`src/rtl/xif_mem_responder_pkg.sv`:
```
`default_nettype none
// ============================================================================
// Module      : xif_mem_resp_pkg
// Description : Shared types, encodings and helpers for the XIF memory
//               responder (FSM states, access sizes, exception codes, FIFO
//               entry layout, lane steering functions).
// Revision    : 1.0 - initial release
// ============================================================================
package xif_mem_resp_pkg;

  // Bus-request FSM: IDLE (nothing on data_*) / REQ (request held until grant)
  typedef logic [0:0] state_t;
  localparam state_t ST_IDLE = 1'b0;
  localparam state_t ST_REQ  = 1'b1;

  // x_mem_req_size encodings
  typedef enum logic [1:0] {
    SIZE_BYTE = 2'd0,
    SIZE_HALF = 2'd1,
    SIZE_WORD = 2'd2,
    SIZE_ILL  = 2'd3
  } size_e;

  // Exception codes returned on the x_mem response
  localparam logic [5:0] EXC_LOAD  = 6'd4;
  localparam logic [5:0] EXC_STORE = 6'd6;
  localparam logic [5:0] EXC_SPEC  = 6'd0;

  // Per-transaction bookkeeping kept between grant and rvalid. The store flag
  // rides along so store results can report zero read data.
  typedef struct packed {
    logic       we;
    logic [1:0] offset;
    logic [1:0] size;
  } fifo_meta_t;

  // A request is refused when its size is reserved, it is misaligned for its
  // size, or it is still speculative.
  function automatic logic req_illegal(input logic [1:0] size,
                                       input logic [1:0] off,
                                       input logic       spec);
    logic misaligned;
    case (size)
      SIZE_BYTE: misaligned = 1'b0;
      SIZE_HALF: misaligned = off[0];
      SIZE_WORD: misaligned = (off != 2'b00);
      default:   misaligned = 1'b1;
    endcase
    return misaligned | spec;
  endfunction

  // Byte lanes touched by an access of the given size at the given offset
  function automatic logic [3:0] byte_enable(input logic [1:0] size,
                                             input logic [1:0] off);
    logic [3:0] be;
    case (size)
      SIZE_BYTE: be = 4'b0001 << off;
      SIZE_HALF: be = 4'b0011 << off;
      default:   be = 4'b1111;
    endcase
    return be;
  endfunction

  // Move the addressed lanes of a bus word down to bit 0 and clear the rest
  function automatic logic [31:0] align_rdata(input logic [31:0] rdata,
                                              input logic [1:0]  off,
                                              input logic [1:0]  size);
    logic [31:0] sh;
    logic [31:0] res;
    sh = rdata >> {off, 3'b000};
    case (size)
      SIZE_BYTE: res = {24'h0, sh[7:0]};
      SIZE_HALF: res = {16'h0, sh[15:0]};
      default:   res = sh;
    endcase
    return res;
  endfunction

endpackage
`default_nettype wire

```
`src/rtl/xif_mem_responder_if.sv`:
```
`default_nettype none
// ============================================================================
// Module      : xif_mem_responder_if
// Description : Bundles the x_mem request/response, x_mem_result and OBI
//               data-bus signals seen by the memory responder. The slave
//               modport is the responder's view, master the environment's.
// Revision    : 1.0 - initial release
// ============================================================================
interface xif_mem_responder_if #(
  parameter int unsigned ID_WIDTH = 4
);
  // x_mem request / immediate response
  logic                x_mem_valid;
  logic                x_mem_ready;
  logic [ID_WIDTH-1:0] x_mem_req_id;
  logic [31:0]         x_mem_req_addr;
  logic                x_mem_req_we;
  logic [1:0]          x_mem_req_size;
  logic [31:0]         x_mem_req_wdata;
  logic                x_mem_req_spec;
  logic                x_mem_resp_exc;
  logic [5:0]          x_mem_resp_exccode;
  // x_mem_result
  logic                x_mem_result_valid;
  logic [ID_WIDTH-1:0] x_mem_result_id;
  logic [31:0]         x_mem_result_rdata;
  logic                x_mem_result_err;
  // OBI data bus
  logic                data_req;
  logic                data_gnt;
  logic [31:0]         data_addr;
  logic                data_we;
  logic [3:0]          data_be;
  logic [31:0]         data_wdata;
  logic                data_rvalid;
  logic [31:0]         data_rdata;
  logic                data_err;

  modport slave (
    input  x_mem_valid, x_mem_req_id, x_mem_req_addr, x_mem_req_we,
           x_mem_req_size, x_mem_req_wdata, x_mem_req_spec,
    output x_mem_ready, x_mem_resp_exc, x_mem_resp_exccode,
    output x_mem_result_valid, x_mem_result_id, x_mem_result_rdata,
           x_mem_result_err,
    output data_req, data_addr, data_we, data_be, data_wdata,
    input  data_gnt, data_rvalid, data_rdata, data_err
  );

  modport master (
    output x_mem_valid, x_mem_req_id, x_mem_req_addr, x_mem_req_we,
           x_mem_req_size, x_mem_req_wdata, x_mem_req_spec,
    input  x_mem_ready, x_mem_resp_exc, x_mem_resp_exccode,
    input  x_mem_result_valid, x_mem_result_id, x_mem_result_rdata,
           x_mem_result_err,
    input  data_req, data_addr, data_we, data_be, data_wdata,
    output data_gnt, data_rvalid, data_rdata, data_err
  );

endinterface
`default_nettype wire

```
`src/rtl/xif_mem_id_fifo.sv`:
```
`default_nettype none
// ============================================================================
// Module      : xif_mem_id_fifo
// Description : DEPTH-entry FIFO of transaction tags (id + lane info) for
//               requests granted on the bus and still awaiting rvalid.
// Revision    : 1.0 - initial release
// ============================================================================
module xif_mem_id_fifo #(
  parameter  int unsigned DEPTH = 2,
  parameter  int unsigned WIDTH = 8,
  localparam int unsigned CNT_W = $clog2(DEPTH + 1),
  localparam int unsigned PTR_W = (DEPTH > 1) ? $clog2(DEPTH) : 1
) (
  input  logic             clk_i,
  input  logic             rst_i,
  input  logic             push_i,
  input  logic [WIDTH-1:0] data_i,
  input  logic             pop_i,
  output logic [WIDTH-1:0] data_o,
  output logic [CNT_W-1:0] count_o,
  output logic             full_o,
  output logic             empty_o
);

  logic [WIDTH-1:0] mem_q [DEPTH];
  logic [PTR_W-1:0] wr_ptr_q;
  logic [PTR_W-1:0] rd_ptr_q;
  logic [CNT_W-1:0] count_q;
  logic             w_do_push;
  logic             w_do_pop;

  function automatic logic [PTR_W-1:0] ptr_inc(input logic [PTR_W-1:0] p);
    return (p == PTR_W'(DEPTH - 1)) ? '0 : p + PTR_W'(1);
  endfunction

  assign empty_o   = (count_q == '0);
  assign full_o    = (count_q == CNT_W'(DEPTH));
  assign count_o   = count_q;
  assign data_o    = mem_q[rd_ptr_q];
  // A pop frees a slot in the same cycle, so a full FIFO may still accept
  assign w_do_pop  = pop_i & ~empty_o;
  assign w_do_push = push_i & (~full_o | w_do_pop);

  // Storage array; contents need no reset since count gates visibility
  always_ff @(posedge clk_i) begin
    if (w_do_push) mem_q[wr_ptr_q] <= data_i;
  end

  // Pointer and occupancy tracking
  always_ff @(posedge clk_i or posedge rst_i) begin
    if (rst_i) begin
      wr_ptr_q <= '0;
      rd_ptr_q <= '0;
      count_q  <= '0;
    end else begin
      if (w_do_push) wr_ptr_q <= ptr_inc(wr_ptr_q);
      if (w_do_pop)  rd_ptr_q <= ptr_inc(rd_ptr_q);
      case ({w_do_push, w_do_pop})
        2'b10:   count_q <= count_q + CNT_W'(1);
        2'b01:   count_q <= count_q - CNT_W'(1);
        default: count_q <= count_q;
      endcase
    end
  end

endmodule
`default_nettype wire

```
`src/rtl/xif_mem_responder.sv`:
```
`default_nettype none
// ============================================================================
// Module      : xif_mem_responder
// Description : Core-side CORE-V-XIF x_mem / x_mem_result responder. Accepts
//               load/store requests, rejects illegal ones with an immediate
//               exception, issues legal ones on the OBI data bus and returns
//               results in order as rvalid arrives.
// Revision    : 1.0 - initial release
// ============================================================================
module xif_mem_responder
  import xif_mem_resp_pkg::*;
#(
  parameter int unsigned DEPTH    = 2,
  parameter int unsigned ID_WIDTH = 4
) (
  input  logic                 clk_i,
  input  logic                 rst_i,
  input  logic                 lsu_busy_i,
  xif_mem_responder_if.slave   bus
);

  localparam int unsigned CNT_W = $clog2(DEPTH + 1);

  typedef struct packed {
    logic [ID_WIDTH-1:0] id;
    fifo_meta_t          meta;
  } entry_t;

  state_t         state_q;
  state_t         state_d;
  entry_t         tag_q;
  logic [31:0]    data_addr_q;
  logic [3:0]     data_be_q;
  logic [31:0]    data_wdata_q;

  entry_t         w_head;
  entry_t         w_new_tag;
  logic [CNT_W-1:0] w_count;
  logic [CNT_W:0] w_count_next;
  logic           w_fifo_full;
  logic           w_fifo_empty;
  logic           w_push;
  logic           w_pop;
  logic           w_ready;
  logic           w_hs;
  logic           w_illegal;
  logic           w_accept;
  logic [1:0]     w_off;

  assign w_off     = bus.x_mem_req_addr[1:0];
  assign w_illegal = req_illegal(bus.x_mem_req_size, w_off, bus.x_mem_req_spec);

  // Grant of the held request enqueues its tag; rvalid retires the oldest
  assign w_push = (state_q == ST_REQ) & bus.data_gnt;
  assign w_pop  = bus.data_rvalid & ~w_fifo_empty;
  assign w_count_next = {1'b0, w_count} + {{CNT_W{1'b0}}, w_push}
                      - {{CNT_W{1'b0}}, w_pop};

  // New request only when the bus slot is free (or freeing this cycle) and
  // the in-flight budget still has room after this cycle's push/pop
  assign w_ready  = ~rst_i & ~lsu_busy_i
                  & ((state_q == ST_IDLE) | w_push)
                  & (w_count_next < (CNT_W + 1)'(DEPTH));
  assign w_hs     = bus.x_mem_valid & w_ready;
  assign w_accept = w_hs & ~w_illegal;

  assign bus.x_mem_ready        = w_ready;
  assign bus.x_mem_resp_exc     = w_hs & w_illegal;
  assign bus.x_mem_resp_exccode = ~(w_hs & w_illegal) ? 6'd0
                                : bus.x_mem_req_spec  ? EXC_SPEC
                                : bus.x_mem_req_we    ? EXC_STORE
                                :                       EXC_LOAD;

  assign w_new_tag.id          = bus.x_mem_req_id;
  assign w_new_tag.meta.we     = bus.x_mem_req_we;
  assign w_new_tag.meta.offset = w_off;
  assign w_new_tag.meta.size   = bus.x_mem_req_size;

  // Next FSM state: a fresh accept wins over returning to idle on grant
  always_comb begin
    state_d = state_q;
    if (w_accept)    state_d = ST_REQ;
    else if (w_push) state_d = ST_IDLE;
  end

  // Hold the accepted request on the bus until it is granted
  always_ff @(posedge clk_i or posedge rst_i) begin
    if (rst_i) begin
      state_q      <= ST_IDLE;
      tag_q        <= '0;
      data_addr_q  <= '0;
      data_be_q    <= '0;
      data_wdata_q <= '0;
    end else begin
      state_q <= state_d;
      if (w_accept) begin
        tag_q        <= w_new_tag;
        data_addr_q  <= {bus.x_mem_req_addr[31:2], 2'b00};
        data_be_q    <= byte_enable(bus.x_mem_req_size, w_off);
        data_wdata_q <= bus.x_mem_req_wdata << {w_off, 3'b000};
      end
    end
  end

  assign bus.data_req   = (state_q == ST_REQ);
  assign bus.data_addr  = data_addr_q;
  assign bus.data_we    = tag_q.meta.we;
  assign bus.data_be    = data_be_q;
  assign bus.data_wdata = data_wdata_q;

  xif_mem_id_fifo #(
    .DEPTH (DEPTH),
    .WIDTH ($bits(entry_t))
  ) u_id_fifo (
    .clk_i   (clk_i),
    .rst_i   (rst_i),
    .push_i  (w_push & (~w_fifo_full | w_pop)),
    .data_i  (tag_q),
    .pop_i   (w_pop),
    .data_o  (w_head),
    .count_o (w_count),
    .full_o  (w_fifo_full),
    .empty_o (w_fifo_empty)
  );

  // Results are combinational from rvalid; stores report zero data
  assign bus.x_mem_result_valid = w_pop;
  assign bus.x_mem_result_id    = w_head.id;
  assign bus.x_mem_result_rdata = (w_pop & ~w_head.meta.we)
                                ? align_rdata(bus.data_rdata, w_head.meta.offset,
                                              w_head.meta.size)
                                : 32'h0;
  assign bus.x_mem_result_err   = w_pop & bus.data_err;

endmodule
`default_nettype wire

```
`src/flat_wrapper.sv`:
```
// flat-port wrapper written by rule: the top's interface ports become plain ports
module xif_mem_responder_flat import xif_mem_resp_pkg::*;
#(
  parameter int unsigned DEPTH    = 2,
  parameter int unsigned ID_WIDTH = 4
)
  (clk_i, rst_i, lsu_busy_i, bus_x_mem_valid, bus_x_mem_req_id, bus_x_mem_req_addr, bus_x_mem_req_we, bus_x_mem_req_size, bus_x_mem_req_wdata, bus_x_mem_req_spec, bus_x_mem_ready, bus_x_mem_resp_exc, bus_x_mem_resp_exccode, bus_x_mem_result_valid, bus_x_mem_result_id, bus_x_mem_result_rdata, bus_x_mem_result_err, bus_data_req, bus_data_addr, bus_data_we, bus_data_be, bus_data_wdata, bus_data_gnt, bus_data_rvalid, bus_data_rdata, bus_data_err);
  xif_mem_responder_if #(.ID_WIDTH(ID_WIDTH)) bus_i ();
  input  logic clk_i;
  input  logic rst_i;
  input  logic lsu_busy_i;
  input wire logic [$bits(bus_i.x_mem_valid)-1:0] bus_x_mem_valid;
  input wire logic [$bits(bus_i.x_mem_req_id)-1:0] bus_x_mem_req_id;
  input wire logic [$bits(bus_i.x_mem_req_addr)-1:0] bus_x_mem_req_addr;
  input wire logic [$bits(bus_i.x_mem_req_we)-1:0] bus_x_mem_req_we;
  input wire logic [$bits(bus_i.x_mem_req_size)-1:0] bus_x_mem_req_size;
  input wire logic [$bits(bus_i.x_mem_req_wdata)-1:0] bus_x_mem_req_wdata;
  input wire logic [$bits(bus_i.x_mem_req_spec)-1:0] bus_x_mem_req_spec;
  output wire logic [$bits(bus_i.x_mem_ready)-1:0] bus_x_mem_ready;
  output wire logic [$bits(bus_i.x_mem_resp_exc)-1:0] bus_x_mem_resp_exc;
  output wire logic [$bits(bus_i.x_mem_resp_exccode)-1:0] bus_x_mem_resp_exccode;
  output wire logic [$bits(bus_i.x_mem_result_valid)-1:0] bus_x_mem_result_valid;
  output wire logic [$bits(bus_i.x_mem_result_id)-1:0] bus_x_mem_result_id;
  output wire logic [$bits(bus_i.x_mem_result_rdata)-1:0] bus_x_mem_result_rdata;
  output wire logic [$bits(bus_i.x_mem_result_err)-1:0] bus_x_mem_result_err;
  output wire logic [$bits(bus_i.data_req)-1:0] bus_data_req;
  output wire logic [$bits(bus_i.data_addr)-1:0] bus_data_addr;
  output wire logic [$bits(bus_i.data_we)-1:0] bus_data_we;
  output wire logic [$bits(bus_i.data_be)-1:0] bus_data_be;
  output wire logic [$bits(bus_i.data_wdata)-1:0] bus_data_wdata;
  input wire logic [$bits(bus_i.data_gnt)-1:0] bus_data_gnt;
  input wire logic [$bits(bus_i.data_rvalid)-1:0] bus_data_rvalid;
  input wire logic [$bits(bus_i.data_rdata)-1:0] bus_data_rdata;
  input wire logic [$bits(bus_i.data_err)-1:0] bus_data_err;
  assign bus_i.x_mem_valid = bus_x_mem_valid;
  assign bus_i.x_mem_req_id = bus_x_mem_req_id;
  assign bus_i.x_mem_req_addr = bus_x_mem_req_addr;
  assign bus_i.x_mem_req_we = bus_x_mem_req_we;
  assign bus_i.x_mem_req_size = bus_x_mem_req_size;
  assign bus_i.x_mem_req_wdata = bus_x_mem_req_wdata;
  assign bus_i.x_mem_req_spec = bus_x_mem_req_spec;
  assign bus_x_mem_ready = bus_i.x_mem_ready;
  assign bus_x_mem_resp_exc = bus_i.x_mem_resp_exc;
  assign bus_x_mem_resp_exccode = bus_i.x_mem_resp_exccode;
  assign bus_x_mem_result_valid = bus_i.x_mem_result_valid;
  assign bus_x_mem_result_id = bus_i.x_mem_result_id;
  assign bus_x_mem_result_rdata = bus_i.x_mem_result_rdata;
  assign bus_x_mem_result_err = bus_i.x_mem_result_err;
  assign bus_data_req = bus_i.data_req;
  assign bus_data_addr = bus_i.data_addr;
  assign bus_data_we = bus_i.data_we;
  assign bus_data_be = bus_i.data_be;
  assign bus_data_wdata = bus_i.data_wdata;
  assign bus_i.data_gnt = bus_data_gnt;
  assign bus_i.data_rvalid = bus_data_rvalid;
  assign bus_i.data_rdata = bus_data_rdata;
  assign bus_i.data_err = bus_data_err;
  xif_mem_responder #(.DEPTH(DEPTH), .ID_WIDTH(ID_WIDTH)) u_core (.clk_i(clk_i), .rst_i(rst_i), .lsu_busy_i(lsu_busy_i), .bus(bus_i));
endmodule
```
`config.mk`:
```
export PLATFORM = sky130hd
export DESIGN_NAME = xif_mem_responder_flat
export DESIGN_NICKNAME = d
export VERILOG_FILES = /design/src/rtl/xif_mem_responder_pkg.sv /design/src/rtl/xif_mem_responder_if.sv /design/src/rtl/xif_mem_id_fifo.sv /design/src/rtl/xif_mem_responder.sv /design/src/flat_wrapper.sv
export SDC_FILE = /design/constraint.sdc
export NUM_CORES = 1
export LEC_CHECK = 0
export ABC_AREA = 1
export CAP_MARGIN = 20
export CELL_PAD_IN_SITES_DETAIL_PLACEMENT = 1
export CELL_PAD_IN_SITES_GLOBAL_PLACEMENT = 1
export CORE_MARGIN = 2
export CORE_UTILIZATION = 27
export CTS_CLUSTER_SIZE = 30
export DETAILED_ROUTE_END_ITERATION = 7
export HOLD_SLACK_MARGIN = 0.08
export PLACE_DENSITY = 0.81
export SYNTH_ARGS = -nofsm -noshare
export SYNTH_HDL_FRONTEND = slang
export SYNTH_SLANG_ARGS = --single-unit
```
`constraint.sdc`:
```
create_clock -name clk_i -period 2.4 [get_ports clk_i]
set_input_delay 0.24 -clock clk_i [delete_from_list [all_inputs] [get_ports clk_i]]
set_output_delay 0.24 -clock clk_i [all_outputs]
set_load 0.01 [all_outputs]
```
## Yosys cells after proc, flatten, opt, wreduce, memory -nomap -nowiden

Memory sizes are Yosys's and may differ from the RTL's.
Cells that the tools add are included.

| cells by class | value |
|---|---|
| add/subtract/negate cells | 6 |
| magnitude comparators | 1 |
| eq/ne operators | 6 |
| shift operators | 4 |
| multiplexer cells | 14 |
| bitwise operators | 24 |
| reductions and logical operators | 6 |

Operators by type and width:

| kind | count |
|---|---|
| $pmux 32 s2 | 1 |
| $mux 32 | 1 |
| $shl 32x5->32 | 1 |
| $shr 32x5->32 | 1 |
| $and 1x1->1 | 13 |
| $mux 6 | 2 |
| $pmux 4 s2 | 1 |
| $not 1->1 | 7 |
| $eq 2x1->1 const B | 3 |
| $eq 2x2->1 const B | 3 |
| $logic_not 2->1 | 3 |
| $mux 1 | 6 |
| $reduce_bool 2->1 | 3 |
| $or 1x1->1 | 4 |
| $pmux 2 s2 | 1 |
| $shl 1x2->4 const A | 1 |
| $shl 2x2->4 const A | 1 |
| $add 2x1->3 | 1 |
| $lt 3x2->1 const B | 1 |
| $pmux 1 s3 | 1 |
| $sub 3x1->3 | 1 |
| $add 1x1->1 const B | 2 |
| $add 2x1->2 const B | 1 |
| $mux 2 | 1 |
| $sub 2x1->2 const B | 1 |

| word-level totals | value |
|---|---|
| register bits after elaboration | 80 |
| memory bits (writable) | 18 |
| input bits | 111 |
| output and inout bits | 116 |
| logic and storage cells | 73 |
| memories kept | 1 |

Memory list:

| name | words | width | rd ports | clocked after Yosys merged registers in | wr ports | line | RTL |
|---|---|---|---|---|---|---|---|
| u_core.u_id_fifo.mem_q | 2 | 9 | 1 | 0 | 1 | xif_mem_id_fifo.sv:25 | `logic [WIDTH-1:0] mem_q [DEPTH];` |

## Logic depth before layout (Yosys ltp)

Gate-level depths: netlist (run 1).

| logic depth | value |
|---|---|
| depth after elaboration | 9 |
| mapped depth | 14 |
| gate-level depth less buffers | 12 |

## Hierarchy

From an unflattened synthesis (run 1), not the netlist that was laid out.

| unflattened totals | value |
|---|---|
| cells, all modules | 717 |
| area total of the unflattened synthesis | 5321.4 µm² |

Modules (own cells, without submodules):

| module | times used | cells an instance | area each (µm²) | seq. area each (µm²) |
|---|---|---|---|---|
| xif_mem_responder | 1 | 638 | 4431.8 | 1901.8 |
| xif_mem_id_fifo | 1 | 79 | 889.6 | 640.6 |

## Least setup slack after synthesis (run 1)

No wires, ideal clock.

| timing | value |
|---|---|
| kind | reg2out |
| start point | register u_core.u_id_fifo.count_q[1] (netlist: u_core.u_id_fifo.count_o[1]) |
| end point | output port bus_x_mem_resp_exccode[1] |
| data arrival time | 2280 ps |
| required time | 2160 ps |
| setup slack | -120 ps |
| stages on the path, launching flop included | 11 |
| path buffers | 1 |
| cell sequence | dfrtp_1 o21ai_1 inv_1 nor2_1 o21ai_0 fa_1 nand3_1 nor3_2 buf_4 nand2_1 nor2_1 |

| between the ends | value |
|---|---|
| longest elaborated chain between the ends | 9 |
| elaborated cells on any way between the ends | 10 |
| classes of those cells | add/sub: 2; order compare: 1; mux: 1; bitwise: 5; reduce/logical: 1 |

Ends and longest elaborated chain:

| what | line | RTL |
|---|---|---|
| from (decl) | xif_mem_id_fifo.sv:28 | `logic [CNT_W-1:0] count_q;` |
| from (signal assigned) | xif_mem_id_fifo.sv:59 | `2'b10: count_q <= count_q + CNT_W'(1);` |
| from (signal assigned) | xif_mem_id_fifo.sv:60 | `2'b01: count_q <= count_q - CNT_W'(1);` |
| from (signal assigned) | xif_mem_id_fifo.sv:61 | `default: count_q <= count_q;` |
| $logic_not 2->1 | xif_mem_id_fifo.sv:36 | `assign empty_o = (count_q == '0);` |
| $not 1->1 | xif_mem_responder.sv:55 | `assign w_pop = bus.data_rvalid & ~w_fifo_empty;` |
| $and 1x1->1 | xif_mem_responder.sv:55 |  |
| named net bus_x_mem_result_valid | flat_wrapper.sv:22 | `output wire logic [$bits(bus_i.x_mem_result_valid)-1:0] bus_x_mem_result_valid;` |
| $sub 3x1->3 | xif_mem_responder.sv:57 | `- {{CNT_W{1'b0}}, w_pop};` |
| $lt 3x2->1 | xif_mem_responder.sv:63 | `& (w_count_next < (CNT_W + 1)'(DEPTH));` |
| $and 1x1->1 | xif_mem_responder.sv:63 |  |
| $and 1x1->1 | xif_mem_responder.sv:64 | `assign w_hs = bus.x_mem_valid & w_ready;` |
| $and 1x1->1 | xif_mem_responder.sv:69 | `assign bus.x_mem_resp_exccode = ~(w_hs & w_illegal) ? 6'd0` |
| $mux 6 | xif_mem_responder.sv:69 |  |
| to (decl) | flat_wrapper.sv:21 | `output wire logic [$bits(bus_i.x_mem_resp_exccode)-1:0] bus_x_mem_resp_exccode;` |

The timed path passes the listed nets, and every way through them passes these cells.

## Worst setup path in the final report (run 1)

| timing | value |
|---|---|
| start point | register u_core.u_id_fifo.count_q[0] (netlist: u_core.u_id_fifo.count_o[0]) |
| end point | output port bus_x_mem_resp_exccode[1] |

| between the ends | value |
|---|---|
| longest elaborated chain between the ends | 9 |
| elaborated cells on any way between the ends | 10 |
| classes of those cells | add/sub: 2; order compare: 1; mux: 1; bitwise: 5; reduce/logical: 1 |

Ends and longest elaborated chain:

| what | line |
|---|---|
| branches (longest 3 deep; another with $add 2x1->3) | - |
| $sub 3x1->3 (*) | xif_mem_responder.sv:57 |
| $lt 3x2->1 (*) | xif_mem_responder.sv:63 |
| $and 1x1->1 (*) | xif_mem_responder.sv:63 |
| $and 1x1->1 (*) | xif_mem_responder.sv:64 |
| $and 1x1->1 (*) | xif_mem_responder.sv:69 |
| $mux 6 (*) | xif_mem_responder.sv:69 |

Mark *: on every way between the ends.

==> results.yml, run 1 <==
worst_setup_path:
  endpoint: "bus_x_mem_resp_exccode[1]"
  r2r-end: "u_core.bus.data_addr[10]$_DFFE_PP0P_"
  r2r_cells: 14
  worstReg2RegStart: "u_core.u_id_fifo.count_o[0]$_DFFE_PP0P_"
  critPathCaptureType: "output pin"
  path_class: "reg -> out"
  crit_start: "u_core.u_id_fifo.count_o[0]$_DFFE_PP0P_"
  path_max_fanout: 3
  cp.arrival_ps: 2550
  ff2ff_setup_slack_ps: -280
  crit_required_ps: 2160
  worst_setup_path_start_kind: "flip-flop"
die:
  core_region_area_sq_mm: 0.0196
  std_cell_rows: 51
  io_pins: 227
  die-height_um: 146
  fp.dieW_um: 146
  start_util: 0.277
  die_area_sq_mm: 0.0213
sta:
  period_share: 1.16
  worstMarginPinSlew_ps: 652
  worst_clock_skew_ps: 8.59
  grt_setup_unrepaired: "true"
  slew_headroom: 0.562
  slew_viol_final: 0
  min_period_ps: 2790
  hold_viol_final: 0
  final-setup-viol-count: 80
  clock.fmax_ghz: 0.358
  timing.final.ws_setup_ps: -395
  fin_setup_tns_ps: -18630
cts:
  cts_root_buf: "clkbuf_16"
  cts_hold_buf: 0
  clk_latency_ps: 360
  clockBufferDepth: 2
  clock-sinks: 98
  cts_tree: "built"
  cts_made_buffers: 9
  htree_levels: 3
  clkSlewWorstSetupHoldPaths_ps: 70
synth:
  netlist_area_sq_mm: 0.00543
  ys_ff_latch: 98
  synthFlopType: "dfrtp_1"
  ys_types: 33
  synth_top_area_share: 0.369
  synth_edf_count: 18
  synthCells: 749
  ys_seq_area_frac: 0.468
  synthTopCellsByArea: "dfrtp_1 (37%), nand2_1 (23%), edfxtp_1 (10%)"
  async_reset_ff_frac: 0.816
  synth_largest_area_cell: "dfrtp_1"
  ys_warn_count: 0
  syn_avg_cell_area_sq_um: 7.25
pwr:
  power_leakage_nw: 4.50
  power_frac_clock: 0.191
  intPower_w: 0.00481
  p_switching_w: 0.00287
  p_sw_frac: 0.374
  vdd_drop_max_v: 0.000406
  power_density_mw_per_mm2: 861
  comb_power_share: 0.481
  p_seq_frac: 0.328
  p_total_w: 0.00768
routing:
  postRouteAntennaNets: 0
  vias_per_cell: 4.71
  wirelength_um: 23000
  drc: 0
  drt-wirelength-per-cell_um: 18.0
  drtIter0Drc: 255
  vias: 6015
  drt_pass1_iterations: 4
global_route:
  grt_pass1_vias: 6550
  overflow: 0
  grt.total_usage: 0.218
  grt_first_pass_wirelength_um: 36600
  antenna_found_initial: 2
  grt_max_degree: 77
place:
  dp_hpwl_um: 14900
  portBuffers: 220
  dp.cells: 1225
  place_congestion: 0.815
  pre_cts_slack_ps: -747
worst_hold_path:
  hold_class: "in -> async"
outcome:
  status: "finished, violations left"
  violations: "negative setup slack"
layout:
  layout-drive-gt1-share: 0.125
  multi_input_area_sq_mm: 0.00253
  regArea_sq_mm: 0.00254
  area.growth.synth_to_final_pct: 64.3
  final_nets: 1120
  fillers: 2366
  stdcell_count: 1278
job:
  cap_violations: 0
-- per-layer routing --
metal	track usage	up-vias	share of wire
met3	0.0602	42	0.066
li1	-	2865	-
met5	0	-	0.00069
met1	0.248	2917	0.40
met4	0.0853	2	0.032
met2	0.388	189	0.50
-- sequential cells by signal (all words and copies together) (netlist names) --
| name | cells |
|---|---|
| u_core.u_id_fifo.mem_q | 18 |
| u_core.bus.data_addr | 30 |
| u_core.bus.data_we | 1 |
| u_core.u_id_fifo.wr_ptr_q | 1 |
| u_core.tag_q | 8 |
| u_core.bus.data_req | 1 |
| u_core.bus.data_wdata | 32 |
| u_core.u_id_fifo.count_o | 2 |
| u_core.bus.data_be | 4 |
| u_core.u_id_fifo.rd_ptr_q | 1 |
-- power groups by stage --
stage | registers, W | clock network (W) | logic, W
floorplan | 0.00264 | 0 | 0.00133
global placement | 0.00251 | 0 | 0.00324
detailed placement | 0.00252 | 0 | 0.00334
CTS | 0.00250 | 0.00148 | 0.00364
global route | 0.00257 | 0.00155 | 0.00402
finish | 0.00252 | 0.00147 | 0.00369
-- Yosys cell counts (2+ instances only) --
| cell type | instances |
|---|---|
| inv_2 | 6 |
| buf_4 | 15 |
| nand2_1 | 333 |
| buf_6 | 5 |
| o21ai_1 | 2 |
| a21oi_1 | 4 |
| buf_1 | 2 |
| o21ai_0 | 23 |
| nor2_1 | 49 |
| nor3b_1 | 7 |
| buf_2 | 16 |
| and3_1 | 8 |
| clkbuf_1 | 14 |
| xor2_1 | 3 |
| inv_1 | 37 |
| nand3_1 | 93 |
| o211ai_1 | 2 |
| nand2_2 | 2 |
| dfrtp_1 | 80 |
| edfxtp_1 | 18 |
| and2_1 | 8 |
| nor2_2 | 3 |
| nor3_1 | 9 |
-- how the worst min path moves through the flow --
| stage | startpoint | end | slack [ps] | cells past startpoint |
|---|---|---|---|---|
| 2_1_floorplan | bus_x_mem_req_size[0] | u_core.tag_q[0]$_DFFE_PP0P_ | 380 | 2 |
| 3_3_place_gp | u_core.bus.data_wdata[18]$_DFFE_PP0P_ | u_core.bus.data_wdata[18]$_DFFE_PP0P_ | 450 | 2 |
| 3_5_place_dp | u_core.bus.data_wdata[16]$_DFFE_PP0P_ | u_core.bus.data_wdata[16]$_DFFE_PP0P_ | 460 | 2 |
| 4_1_cts | rst_i | u_core.bus.data_req$_DFFE_PP0P_ | 150 | 2 |
| 5_1_grt | rst_i | u_core.bus.data_req$_DFFE_PP0P_ | 170 | 2 |
| 6_report | rst_i | u_core.bus.data_req$_DFFE_PP0P_ | 150 | 2 |
-- per-stage QoR --
stage,utilization,cell area (sq um),hold slack (ps)
2_1_floorplan,-,5450,385
3_5_place_dp,0.410,8020,458
3_3_place_gp,0.410,8020,453
6_report,0.455,8920,147
5_1_grt,0.455,8920,165
4_1_cts,0.451,8840,148
-- cells by family after synthesis --
logic type	synth area share
compound gates	0.0339
xor+xnor	0.00645
buf+inv	0.0867
other cells	0.000691
simple gates	0.398
fa+ha+maj	0.00599
flops	0.468
-- critical path, cell delays in order (launching register included) --
cell and delay [ps]:
dfrtp_1 410, o21ai_2 230, inv_2 80, nor2_2 100
o21ai_2 70, fa_1 520, nand3_2 100, nor3_4 200
nand2_2 130, buf_6 150, nor2_1 70, buf_2 130
-- final cells by class --
cell class / instances / share of cell area
clock buffer: 10 / 0.0281
timing repair buffer: 294 / 0.341
inverter: 43 / 0.0191
clock inverter: 6 / 0.00533
tap: 265 / 0.0372
sequential: 98 / 0.285
multi-input combinational: 561 / 0.284
antenna: 1 / 0.000281
-- cell usage in the layout, fill, tap and decap left out, types with 9 or more instances in the layout --
| master | synthesis | routed |
|---|---|---|
| dlygate4sd2_1 | 0 | 30 |
| clkbuf_16 | 0 | 10 |
| nor3_1 | 9 | 9 |
| buf_6 | 5 | 10 |
| buf_12 | 0 | 9 |
| nand2_1 | 333 | 331 |
| clkdlybuf4s50_1 | 0 | 183 |
| nor2_1 | 49 | 46 |
| dfrtp_1 | 80 | 79 |
| nand3_1 | 93 | 92 |
| o21ai_0 | 23 | 21 |
| edfxtp_1 | 18 | 18 |
| buf_4 | 15 | 49 |
| inv_1 | 37 | 35 |
-- what timing repair did --
action                                  CTS  global route
cloned                                    9             0
setup buffers                            22             7
resized for setup                        92            12
pin swaps                                 8             4
endpoints found under the setup margin  112            98
Note: power is estimated with default switching activity, not from simulation.
==> run 2: changes to the inputs <==
GPL_TIMING_DRIVEN = 0   (was not set)
==> run 2 against run 1 <==
  * The flow still finishes with violations (negative setup slack)
  * Critical path depth is the same
  * Cell count increased by 0.63%
  * First-iteration DRC count decreased by 11%
  * Power fell by 2.2%
  * Utilization down 0.85 points
  * Wire length shrank 3.8%
  * Largest cell class unchanged
  * Sequential cell count is the same
  * Register-to-register slack better by 20 ps
  * Global-route usage shrank 1.4 points
  * Via count decreased by 0.71%
  * Clock skew grew 1.8 ps
  * Non-clock buffer count grew 8
==> results.yml, run 2 (synthesis gave the netlist of run 1 again) <==
worst_setup_path:
  endpoint: "bus_x_mem_resp_exccode[2]"
  path_class: "reg -> out"
  path_max_fanout: 3
  worstReg2RegStart: "u_core.u_id_fifo.count_o[0]$_DFFE_PP0P_"
  crit_start: "u_core.u_id_fifo.count_o[0]$_DFFE_PP0P_"
  ff2ff_setup_slack_ps: -260
  critPathCaptureType: "output pin"
  r2r_cells: 14
  r2r-end: "u_core.bus.data_addr[27]$_DFFE_PP0P_"
  cp.arrival_ps: 2470
  worst_setup_path_start_kind: "flip-flop"
  crit_required_ps: 2160
sta:
  worstMarginPinSlew_ps: 806
  min_period_ps: 2710
  timing.final.ws_setup_ps: -309
  slew_viol_final: 0
  hold_viol_final: 0
  period_share: 1.13
  grt_setup_unrepaired: "true"
  clock.fmax_ghz: 0.369
  slew_headroom: 0.461
  final-setup-viol-count: 80
  worst_clock_skew_ps: 10.4
cts:
  clock-sinks: 98
  cts_made_buffers: 9
  clkSlewWorstSetupHoldPaths_ps: 70
  cts_hold_buf: 0
  cts_root_buf: "clkbuf_16"
  htree_levels: 3
  cts_tree: "built"
  clockBufferDepth: 2
  clk_latency_ps: 360
routing:
  drtIter0Drc: 228
  drt_pass1_iterations: 4
  postRouteAntennaNets: 0
  drt-wirelength-per-cell_um: 17.2
  wirelength_um: 22200
  drc: 0
  vias: 5972
  vias_per_cell: 4.64
die:
  start_util: 0.277
  std_cell_rows: 51
  die_area_sq_mm: 0.0213
  core_region_area_sq_mm: 0.0196
  fp.dieW_um: 146
  io_pins: 227
  die-height_um: 146
global_route:
  antenna_found_initial: 2
  overflow: 0
  grt.total_usage: 0.204
  grt_pass1_vias: 6298
  grt_first_pass_wirelength_um: 34300
  grt_max_degree: 42
place:
  portBuffers: 220
  dp_hpwl_um: 16400
  pre_cts_slack_ps: -1040
  dp.cells: 1240
  place_congestion: 0.901
layout:
  final_cell_mix: "nand2_1 (324), clkdlybuf4s50_1 (184), nand3_1 (92)"
  final_nets: 1128
  layout_commonest_cell: "nand2_1"
  stdcell_count: 1286
  area.growth.synth_to_final_pct: 61.2
  layout-drive-gt1-share: 0.126
  largest_reg_flops: 32
pwr:
  comb_power_share: 0.479
  vdd_drop_max_v: 0.000349
  power_leakage_nw: 4.39
  intPower_w: 0.00464
  p_total_w: 0.00750
  p_sw_frac: 0.382
  power_density_mw_per_mm2: 857
  p_switching_w: 0.00287
  p_seq_frac: 0.334
  power_frac_clock: 0.186
outcome:
  status: "finished, violations left"
  violations: "negative setup slack"
worst_hold_path:
  hold_class: "in -> async"
job:
  cap_violations: 0
==> run 2: how the worst min path moves through the flow <==
stage	slack, ps	depth (start not counted)	end	from
6_report	310	2	u_core.u_id_fifo.count_o[1]$_DFFE_PP0P_	rst_i
5_1_grt	360	2	u_core.u_id_fifo.count_o[0]$_DFFE_PP0P_	rst_i
4_1_cts	330	2	u_core.u_id_fifo.count_o[1]$_DFFE_PP0P_	rst_i
3_5_place_dp	460	0	u_core.u_id_fifo.mem_q[1][7]$_DFFE_PP_	u_core.tag_q[7]$_DFFE_PP0P_
3_3_place_gp	450	2	u_core.bus.data_wdata[0]$_DFFE_PP0P_	u_core.bus.data_wdata[0]$_DFFE_PP0P_
2_1_floorplan	380	2	u_core.tag_q[0]$_DFFE_PP0P_	bus_x_mem_req_size[0]
==> run 2: timing repair <==
| action | CTS | global route |
|---|---|---|
| setup buffers | 22 | 6 |
| endpoints found under the hold margin | 0 | 0 |
| setup endpoints to repair | 112 | 98 |
| cloned | 1 | 2 |
| resized for setup | 88 | 52 |
| pin swaps | 9 | 5 |
==> run 2: area by class of cell <==
cell class	instances	area, sq um
diodes	1	2.50
inverters	43	169
clock inverters	6	51.3
plain buffers	50	390
repair buffers	252	2480
clock buffers	10	229
fillers	2438	10800
well taps	265	332
multi-input cells	561	2550
flip-flops and latches	98	2540
==> run 2: layer usage <==
| metal | wire length [um] | share of wire | track usage |
|---|---|---|---|
| met1 | 9470 | 0.43 | 0.246 |
| met2 | 10800 | 0.49 | 0.352 |
| met3 | 1180 | 0.053 | 0.0511 |
| met4 | 658 | 0.030 | 0.0784 |
| met5 | 16 | 0.00072 | 0 |
==> run 2: power by group through the flow <==
| stage | Clock, W | Sequential [W] | Combinational, W |
|---|---|---|---|
| after floorplan | 0 | 0.00264 | 0.00133 |
| after global placement | 0 | 0.00249 | 0.00318 |
| after detailed placement | 0 | 0.00252 | 0.00326 |
| after CTS | 0.00144 | 0.00250 | 0.00347 |
| after global routing | 0.00149 | 0.00256 | 0.00391 |
| final | 0.00140 | 0.00251 | 0.00360 |
==> run 2: per-stage QoR <==
stage / instance area [sq um] / TNS, ps / hold WS, ps / util
floorplan: 5450 / 0 / 385 / -
global placement: 7990 / -141470 / 453 / 0.408
detailed placement: 8010 / -33420 / 456 / 0.409
CTS: 8540 / -9150 / 326 / 0.436
global route: 8750 / -23520 / 356 / 0.447
finish: 8750 / -15130 / 312 / 0.447
==> run 2: critical path: stages (launching register included) <==
cell and delay, ps:
dfrtp_2 430, o21ai_4 190, inv_2 50, nor2_1 90, o21ai_1 80, fa_2 560, nand3_4 90, nor3_4 180
buf_6 150, nand2_4 70, nor2_2 80, buf_2 130
==> run 3: changes to the inputs <==
CTS_CLUSTER_DIAMETER = 80   (was not set)
PLACE_DENSITY = 0.77   (was 0.81)
==> run 3 against run 2 <==
  * The flow still finishes with violations (negative setup slack)
  * Sequential share of layout area down 0.24 points
  * Critical path depth unchanged
  * Sequential power about the same
  * Maximum frequency up 0.16%
  * Global-route usage down 0.31 points
  * Design area up 0.84%
  * Utilization increased by 0.38 points
  * Wire length decreased by 1.4%
  * Critical endpoint is now bus_x_mem_resp_exccode[1]
  * Largest power group unchanged
==> results.yml, run 3 (synthesis gave the netlist of run 1 again) <==
outcome:
  status: "finished, violations left"
  violations: "negative setup slack"
worst_setup_path:
  r2r-end: "u_core.tag_q[5]$_DFFE_PP0P_"
  crit_start: "u_core.u_id_fifo.count_o[0]$_DFFE_PP0P_"
  crit_chain: "o21ai_4 > inv_2 > nor2_2 > o21ai_2 > fa_1 > nand3_2 > nor3_4 > buf_6 > nand2_4 > nor2_1 > buf_2"
  path_max_fanout: 3
  endpoint: "bus_x_mem_resp_exccode[1]"
  worst_setup_path_start_kind: "flip-flop"
  crit_required_ps: 2160
  r2r_cells: 13
  critPathSlowestCell: "fa_1"
  cpPeakStageDelay_ps: 520
  worstReg2RegStart: "u_core.u_id_fifo.count_o[0]$_DFFE_PP0P_"
  ff2ff_setup_slack_ps: -80
  cp.arrival_ps: 2460
  path_class: "reg -> out"
  critPathCaptureType: "output pin"
sta:
  grt_setup_unrepaired: "true"
  clock.fmax_ghz: 0.370
  min_period_ps: 2700
  slew_headroom: 0.448
  final-setup-viol-count: 49
  hold_viol_final: 0
  timing.final.ws_setup_ps: -305
  slew_viol_final: 0
  period_share: 1.13
  worst_clock_skew_ps: 5.99
  worstMarginPinSlew_ps: 825
die:
  fp.dieW_um: 146
  die_area_sq_mm: 0.0213
  std_cell_rows: 51
  start_util: 0.277
  io_pins: 227
  core_region_area_sq_mm: 0.0196
  die-height_um: 146
routing:
  drtIter0Drc: 175
  postRouteAntennaNets: 0
  drc: 0
  drt_pass1_iterations: 4
  vias_per_cell: 4.63
  wirelength_um: 21800
  vias: 5940
  drt-wirelength-per-cell_um: 17.0
layout:
  final_util: 0.451
  largest_reg_flops: 32
  final_nets: 1124
  final_cell_mix: "nand2_1 (331), clkdlybuf4s50_1 (183), nand3_1 (82)"
  layout-drive-gt1-share: 0.128
  regArea_sq_mm: 0.00254
  multi_input_area_sq_mm: 0.00258
  fillers: 2419
  area.growth.synth_to_final_pct: 62.6
  layout_commonest_cell: "nand2_1"
pwr:
  p_total_w: 0.00781
  power_density_mw_per_mm2: 885
  vdd_drop_max_v: 0.000413
  power_leakage_nw: 4.42
place:
  portBuffers: 220
  dp_hpwl_um: 16000
  place_congestion: 0.883
  pre_cts_slack_ps: -1100
global_route:
  grt_first_pass_wirelength_um: 34000
  grt_max_degree: 58
  antenna_found_initial: 1
  overflow: 0
  grt_pass1_vias: 6201
  grt.total_usage: 0.201
cts:
  cts_root_buf: "clkbuf_16"
  clkSlewWorstSetupHoldPaths_ps: 70
  clk_latency_ps: 360
  htree_levels: 3
  clockBufferDepth: 2
  clock-sinks: 98
  cts_made_buffers: 9
  cts_tree: "built"
  cts_hold_buf: 0
worst_hold_path:
  hold_class: "in -> async"
job:
  cap_violations: 0
==> run 3: cell types whose count changed in the layout (fill, tap and decap cells not counted), sizes merged <==
cell	previous run	this run
clkdlybuf4s15	8	3
bufinv	0	3
clkdlybuf4s50	184	183
inv	46	44
dlygate4sd2	24	27
clkinv	0	1
buf	70	66
clkbuf	26	29
clkinvlp	3	1
==> run 3: per-layer routing <==
metal  vias up  part of all wire  global-route usage
met5         -                 0                   0
met4         0             0.025              0.0588
met2       183              0.50               0.348
met3        32             0.056              0.0442
met1      2859              0.42               0.253
li1       2866                 -                   -
==> run 3: layout make-up <==
| class | instances | area share |
|---|---|---|
| sequential | 98 | 0.288 |
| antenna | 1 | 0.000284 |
| clock buffer | 10 | 0.0259 |
| inverter | 43 | 0.0191 |
| clock inverter | 6 | 0.0130 |
| tap | 265 | 0.0376 |
| timing repair buffer | 246 | 0.276 |
| buffer | 52 | 0.0476 |
| multi-input combinational | 561 | 0.292 |
==> run 3: how the worst min path moves through the flow <==
stage                                              to  slack (ps)                           startpoint  depth (start not counted)
3_5_place_dp   u_core.u_id_fifo.mem_q[1][7]$_DFFE_PP_         460          u_core.tag_q[7]$_DFFE_PP0P_                          0
4_1_cts         u_core.u_id_fifo.wr_ptr_q$_DFFE_PP0P_         260                                rst_i                          2
2_1_floorplan             u_core.tag_q[0]$_DFFE_PP0P_         380                bus_x_mem_req_size[0]                          2
3_3_place_gp      u_core.bus.data_addr[5]$_DFFE_PP0P_         450  u_core.bus.data_addr[5]$_DFFE_PP0P_                          2
5_1_grt          u_core.bus.data_addr[17]$_DFFE_PP0P_         270                                rst_i                          2
6_report         u_core.bus.data_addr[17]$_DFFE_PP0P_         250                                rst_i                          2
==> run 3: what timing repair did <==
action | in CTS | in global routing
pin swaps | 6 | 12
setup buffers | 15 | 6
gates cloned | 0 | 5
setup endpoints to repair | 112 | 92
resized for setup | 92 | 49
==> run 3: power breakdown <==
part / switching [W] / internal (W) / leakage, nW
Combinational: 0.00183 / 0.00178 / 3.03
Sequential: 0.000312 / 0.00219 / 1.23
Clock: 0.000671 / 0.00103 / 0.163
Total: 0.00282 / 0.00499 / 4.42
==> run 3: per-stage QoR <==
| stage | instance area, sq um | cells | hold slack (ps) | setup TNS, ps |
|---|---|---|---|---|
| 4_1_cts | 8570 | 1271 | 262 | -7230 |
| 3_3_place_gp | 7990 | 1239 | 454 | -143470 |
| 6_report | 8830 | 1282 | 251 | -2940 |
| 5_1_grt | 8830 | 1282 | 272 | -10050 |
| 3_5_place_dp | 8020 | 1240 | 460 | -40960 |
| 2_1_floorplan | 5450 | 754 | 385 | 0 |
==> run 3: worst max-delay path: cells and delay by family, from the launching register on <==
family / cells / cell delay (ps)
fa+ha+maj: 1 / 520
simple gates: 5 / 540
buf+inv: 3 / 350
flops: 1 / 420
compound gates: 2 / 280
